`config.mk`:
```
export PLATFORM = sky130hd
export DESIGN_NAME = softmax_vec_loader
export DESIGN_NICKNAME = d
export VERILOG_FILES = /design/src/rtl/softmax_pkg.sv /design/src/rtl/softmax_issue_timer.sv /design/src/rtl/softmax_vec_loader.sv
export SDC_FILE = /design/constraint.sdc
export NUM_CORES = 1
export LEC_CHECK = 0
export ABC_AREA = 1
export CAP_MARGIN = 20
export CELL_PAD_IN_SITES_DETAIL_PLACEMENT = 1
export CELL_PAD_IN_SITES_GLOBAL_PLACEMENT = 1
export CORE_UTILIZATION = 30
export CTS_CLUSTER_DIAMETER = 100
export DETAILED_ROUTE_END_ITERATION = 16
export PLACE_DENSITY_LB_ADDON = 0.1
export SLEW_MARGIN = 5
export SYNTH_ARGS = -nofsm -noshare
export SYNTH_HDL_FRONTEND = slang
export SYNTH_SLANG_ARGS = --single-unit
export TNS_END_PERCENT = 50
```
`constraint.sdc`:
```
create_clock -name clk -period 2.1 [get_ports clk]
set_clock_uncertainty 0.2 [all_clocks]
set_input_delay 0.525 -clock clk [delete_from_list [all_inputs] [get_ports clk]]
set_output_delay 0.525 -clock clk [all_outputs]
set_load 0.01 [all_outputs]
```
`src/rtl/softmax_pkg.sv`:
```
// softmax_pkg: shared element width, lane count, fp16 type and the fp16
// ordering helper used by the softmax front-end.
package softmax_pkg;

  localparam int DATAWIDTH = 16;
  localparam int NUM       = 4;

  typedef logic [DATAWIDTH-1:0] fp16_t;

  // Sign-magnitude greater-than. Each operand is mapped to a signed key of
  // +/- magnitude, so -0 and +0 both map to 0 and compare equal. NaN is not
  // special-cased; it orders by its raw magnitude bits.
  function automatic logic fp16_gt(input fp16_t a, input fp16_t b);
    logic signed [16:0] ka;
    logic signed [16:0] kb;
    ka = a[15] ? -$signed({2'b00, a[14:0]}) : $signed({2'b00, a[14:0]});
    kb = b[15] ? -$signed({2'b00, b[14:0]}) : $signed({2'b00, b[14:0]});
    return ka > kb;
  endfunction

endpackage

```
`src/rtl/softmax_issue_timer.sv`:
```
// softmax_issue_timer: spacing window between softmax starts.
// Loading the counter opens a window of SM_LATENCY cycles during which busy
// is high. open_o tells the issuer the window is closed by the coming edge.
module softmax_issue_timer #(
  parameter int SM_LATENCY = 64
) (
  input  logic clk_i,
  input  logic rst_ni,
  input  logic load_i,
  output logic busy_o,
  output logic open_o
);

  localparam int CW = (SM_LATENCY > 1) ? $clog2(SM_LATENCY + 1) : 1;

  logic [CW-1:0] cnt_q, cnt_d;

  // Reload on issue, otherwise count down to zero and stay there.
  always_comb begin
    cnt_d = cnt_q;
    if (load_i)
      cnt_d = CW'(SM_LATENCY);
    else if (cnt_q != '0)
      cnt_d = cnt_q - CW'(1);
  end

  // Counter register; reset cancels any open window.
  always_ff @(posedge clk_i) begin
    if (!rst_ni)
      cnt_q <= '0;
    else
      cnt_q <= cnt_d;
  end

  assign busy_o = (cnt_q != '0);
  // A count of 1 reaches zero on this edge, so an issue on this edge lands
  // exactly SM_LATENCY cycles after the previous one while busy stays high
  // for exactly SM_LATENCY cycles per issue.
  assign open_o = (cnt_q <= CW'(1));

endmodule

```
`src/rtl/softmax_vec_loader.sv`:
```
// softmax_vec_loader: packs NUM fp16 beats from a valid/ready stream into a
// vector, then issues it to softmax (inp, sub0_inp, sub1_inp plus a one-cycle
// start) no more often than once per SM_LATENCY cycles. The fill buffer is
// separate from the issued vector so the next vector fills while busy.
// Optional feature: define SOFTMAX_LOADER_MAX_EN to track the maximum element
// of each vector and present it on vec_max; otherwise vec_max is tied to 0.
module softmax_vec_loader #(
  parameter int DATAWIDTH  = 16,
  parameter int NUM        = 4,
  parameter int SM_LATENCY = 64
) (
  input  logic                     clk,
  input  logic                     reset,
  input  logic                     in_valid,
  output logic                     in_ready,
  input  logic [DATAWIDTH-1:0]     in_data,
  output logic [DATAWIDTH*NUM-1:0] inp,
  output logic [DATAWIDTH*NUM-1:0] sub0_inp,
  output logic [DATAWIDTH*NUM-1:0] sub1_inp,
  output logic                     start,
  output logic                     busy,
  output logic [DATAWIDTH-1:0]     vec_max,
  output logic [15:0]              issue_count
);

  import softmax_pkg::*;

  localparam int IW = (NUM > 1) ? $clog2(NUM) : 1;

  // fill side
  logic [NUM-1:0][DATAWIDTH-1:0] lanes_q, lanes_d;
  logic [IW-1:0]                 fill_idx_q, fill_idx_d;
  logic                          full_q, full_d;

  // issue side
  logic [DATAWIDTH*NUM-1:0]      vec_q, vec_d;
  logic                          start_q, start_d;
  logic [15:0]                   cnt_q, cnt_d;

  logic accept;
  logic issue;
  logic win_open;

  // Ready drops only while a complete vector waits, or during reset.
  assign in_ready = !full_q && reset;
  assign accept   = in_valid && in_ready;
  // accept needs !full and issue needs full, so they never share an edge
  // for the same vector; lane 0 of the next one is taken the edge after.
  assign issue    = full_q && win_open;

  softmax_issue_timer #(
    .SM_LATENCY(SM_LATENCY)
  ) u_timer (
    .clk_i (clk),
    .rst_ni(reset),
    .load_i(issue),
    .busy_o(busy),
    .open_o(win_open)
  );

  // Fill buffer: write the accepted beat to the current lane, wrap the index
  // after the last lane and mark the buffer full until it is issued.
  always_comb begin
    lanes_d    = lanes_q;
    fill_idx_d = fill_idx_q;
    full_d     = full_q;
    if (issue)
      full_d = 1'b0;
    if (accept) begin
      lanes_d[fill_idx_q] = in_data;
      if (fill_idx_q == IW'(NUM - 1)) begin
        fill_idx_d = '0;
        full_d     = 1'b1;
      end else begin
        fill_idx_d = fill_idx_q + IW'(1);
      end
    end
  end

  // Issue side: snapshot the buffer, pulse start, count issued vectors.
  always_comb begin
    vec_d   = vec_q;
    start_d = 1'b0;
    cnt_d   = cnt_q;
    if (issue) begin
      vec_d   = lanes_q;
      start_d = 1'b1;
      cnt_d   = cnt_q + 16'd1;
    end
  end

  // State registers with synchronous active-low reset.
  always_ff @(posedge clk) begin
    if (!reset) begin
      lanes_q    <= '0;
      fill_idx_q <= '0;
      full_q     <= 1'b0;
      vec_q      <= '0;
      start_q    <= 1'b0;
      cnt_q      <= '0;
    end else begin
      lanes_q    <= lanes_d;
      fill_idx_q <= fill_idx_d;
      full_q     <= full_d;
      vec_q      <= vec_d;
      start_q    <= start_d;
      cnt_q      <= cnt_d;
    end
  end

  assign inp         = vec_q;
  assign sub0_inp    = vec_q;
  assign sub1_inp    = vec_q;
  assign start       = start_q;
  assign issue_count = cnt_q;

`ifdef SOFTMAX_LOADER_MAX_EN
  logic [DATAWIDTH-1:0] run_max_q, run_max_d;
  logic [DATAWIDTH-1:0] vec_max_q, vec_max_d;

  // Running max over the vector being filled; lane 0 seeds it so no stale
  // value from the previous vector leaks in. Published on the issue edge.
  always_comb begin
    run_max_d = run_max_q;
    vec_max_d = vec_max_q;
    if (accept && ((fill_idx_q == '0) ||
                   fp16_gt(fp16_t'(in_data), fp16_t'(run_max_q))))
      run_max_d = in_data;
    if (issue)
      vec_max_d = run_max_q;
  end

  // Max registers.
  always_ff @(posedge clk) begin
    if (!reset) begin
      run_max_q <= '0;
      vec_max_q <= '0;
    end else begin
      run_max_q <= run_max_d;
      vec_max_q <= vec_max_d;
    end
  end

  assign vec_max = vec_max_q;
`else
  assign vec_max = '0;
`endif

endmodule
```
==> flow_summary.ini <==
[floorplan]
rows = 55
die_y_microns = 155.1
fp.coreArea_sq_mm = 0.02278
top_level_ports = 246
dieArea_sq_mm = 0.02405
die-width_microns = 155.1
start_util = 0.3086

[pwr]
power_density_mw_per_mm2 = 733.9
p_leak_nw = 5.383
fin_total_pwr_mw = 6.965
netSwitchingFraction = 0.2711
p_sw_mw = 1.888
p_int_mw = 5.077
pwr-share-clk = 0.436
vdd_drop_max_mv = 0.4158
combPwrFrac = 0.121
p_seq_frac = 0.443

[status]
status = finished clean

[finish]
multi_input_area_sq_mm = 0.002347
fin_util = 0.4166
fillers = 2692
drive_gt1_frac = 0.1608
area_growth_pct = 35.01
diodes = 0
regArea_sq_mm = 0.003120
fin_nets = 983

[clock_tree]
cts_setup_buffers = 0
cts_max_level = 4
cts_tree = built
root_buffer = clkbuf_16
cts_sinks = 155
path_clk_slew_ns = 0.07
clkLatencyLatePin_ns = 0.42
clock_path_buffers = 2
cts_made_buffers = 17
cts_hold_buffers = 0

[critical_path]
crit_chain = clkdlybuf4s50_1
crit_path_end_kind = output port
crit_path_start = inp[5]
cp_max_fo = 4
crit_path_start_kind = flip-flop
ff2ff_path_depth = 12
critPathSlowestCell = clkdlybuf4s50_1
required_ns = 1.37
crit_cells = 1
crit_arrival_ns = 1.34
reg2reg_from = u_timer.cnt_q[0]
crit_buf_inv = 1
worst-setup-path-type = flip-flop to output port
max_stage_delay_ns = 0.55
crit_family = buffers and inverters

[sta]
finalCritPeriodShare = 0.9836
tightest_slew_ns = 0.5232
min_period_ns = 2.066
relSlewSlack = 0.6512
finalMaxSlewViolations = 0
timing.fmax_mhz = 484.1
finalHoldViolations = 0
setup_viol = 0
setup_ws_ns = 0.03439
fin_setup_tns_ns = 0
rsz0062_at_grt = yes

[detailed_routing]
dr_total_vias = 5635
vias_per_cell = 4.392
drtAntennaViolNets = 0
dr.pass1.iters = 4
drtIter0Drc = 239
routed_wl_mm = 18.99
post_drt_wl_per_cell_microns = 14.80
drc = 0

[logic_synthesis]
syn_inst = 847
synth_edf_count = 0
post-synth-top-count-cell = dfxtp_1
ys_top_cells_by_count = dfxtp_1 (155), buf_4 (145), inv_1 (90)
synthesis.area_sq_mm = 0.007029
avgSynthCellArea_sq_um = 8.299
ys_seq_elements = 155
synth_ff_type = dfxtp_1
yosys.area.top_type = dfxtp_1
yosys_warnings = 0
synth_area_leaders = dfxtp_1 (44%), buf_4 (15%), o21ai_2 (7.5%)
synth_top_cell_area_share = 0.4414
synth.distinct_cells = 30
ys_seq_area_frac = 0.4414
synthArstFlopShare = 0

[hold_path]
hold_start = lanes_q[2]
whs_path_depth = 2
hold_path_class = flip-flop to flip-flop

[global_route]
track_usage = 0.1567
grt_pass1_wl_mm = 29.13
grt_overflow_total = 0
antenna_found_initial = 0
grt_max_degree = 127
grt_pass1_vias = 5345

[placement]
pre_cts_slack_ns = -0.07979
globalplace.congestion = 0.7217
portBuffers = 229
hpwl_mm = 13.09

[flow_run]
maxCapViolCount = 0
## through the flow
stage	cells	instance area (sq um)	hold slack, ns
after floorplan	862	7086	0.2245
after global placement	1251	8802	0.2453
after detailed placement	1251	8802	0.2509
after CTS	1283	9279	0.2597
after global routing	1283	9490	0.2841
final	1283	9490	0.2533
## registers in the layout, indices dropped and copies added (netlist names)
register and cells:
u_timer.cnt_q 7, issue_count 16, inp 64, fill_idx_q 2
lanes_q 64, full_q 1, start 1
## cell type report
cell class / instances / share of cell area
Inverter: 93 / 0.03691
Timing Repair Buffer: 263 / 0.2848
Tap cell: 313 / 0.04127
Multi-Input combinational cell: 427 / 0.2473
Sequential cell: 155 / 0.3288
Clock buffer: 18 / 0.04522
Clock inverter: 14 / 0.01569
## metal layers
metal	track usage	wire length (microns)	share of wire	up-vias
li1	-	-	-	2801
met1	0.2012	8535	0.45	2654
met2	0.2538	8916	0.47	158
met3	0.03705	1196	0.063	22
met4	0.06035	341	0.018	0
met5	0	0	0	-
## logic make-up after synthesis
group / share of synthesized area
other: 0.0005335
XOR/XNOR: 0.002492
buffers and inverters: 0.2358
AND/OR/NAND/NOR: 0.1225
flip-flops: 0.4414
adder cells (fa/ha/maj): 0.01246
AO/OA/AOI/OAI: 0.1848
## placed cells by master, fill, tap and decap left out, drive strengths merged, types with 4 or more instances in the layout
master	count
a21oi	73
buf	36
clkbuf	18
clkdlybuf4s50	44
clkinv	4
conb	16
dfxtp	155
dlygate4sd2	102
dlymetal6s2s	81
ha	7
inv	100
nand2	63
nand3	78
nor2	40
nor3	5
o21ai	137
## worst min-delay path: stages, from the launching register on
cell	delay, ns
dfxtp_1	0.30
inv_1	0.06
a21oi_1	0.05
## final timing paths
kind,to,slack (ns)
max reg2reg,issue_count[13],0.22
max,sub1_inp[5],0.03
min reg2reg,lanes_q[2],0.25
min,lanes_q[2],0.25
## power groups by stage
stage,clock network [mW],logic (mW),registers (mW)
finish,3.04,0.842,3.09
global placement,0,0.812,3.15
global route,3.24,0.940,3.10
floorplan,0,0.475,3.15
CTS,3.12,0.838,3.09
detailed placement,0,0.824,3.15
## repair_timing
item                       in CTS  in global routing
setup endpoints to repair     148                 89
pin swaps                       2                  2
gates resized for setup       124                 84
Note: power is estimated with default switching activity, not from simulation.
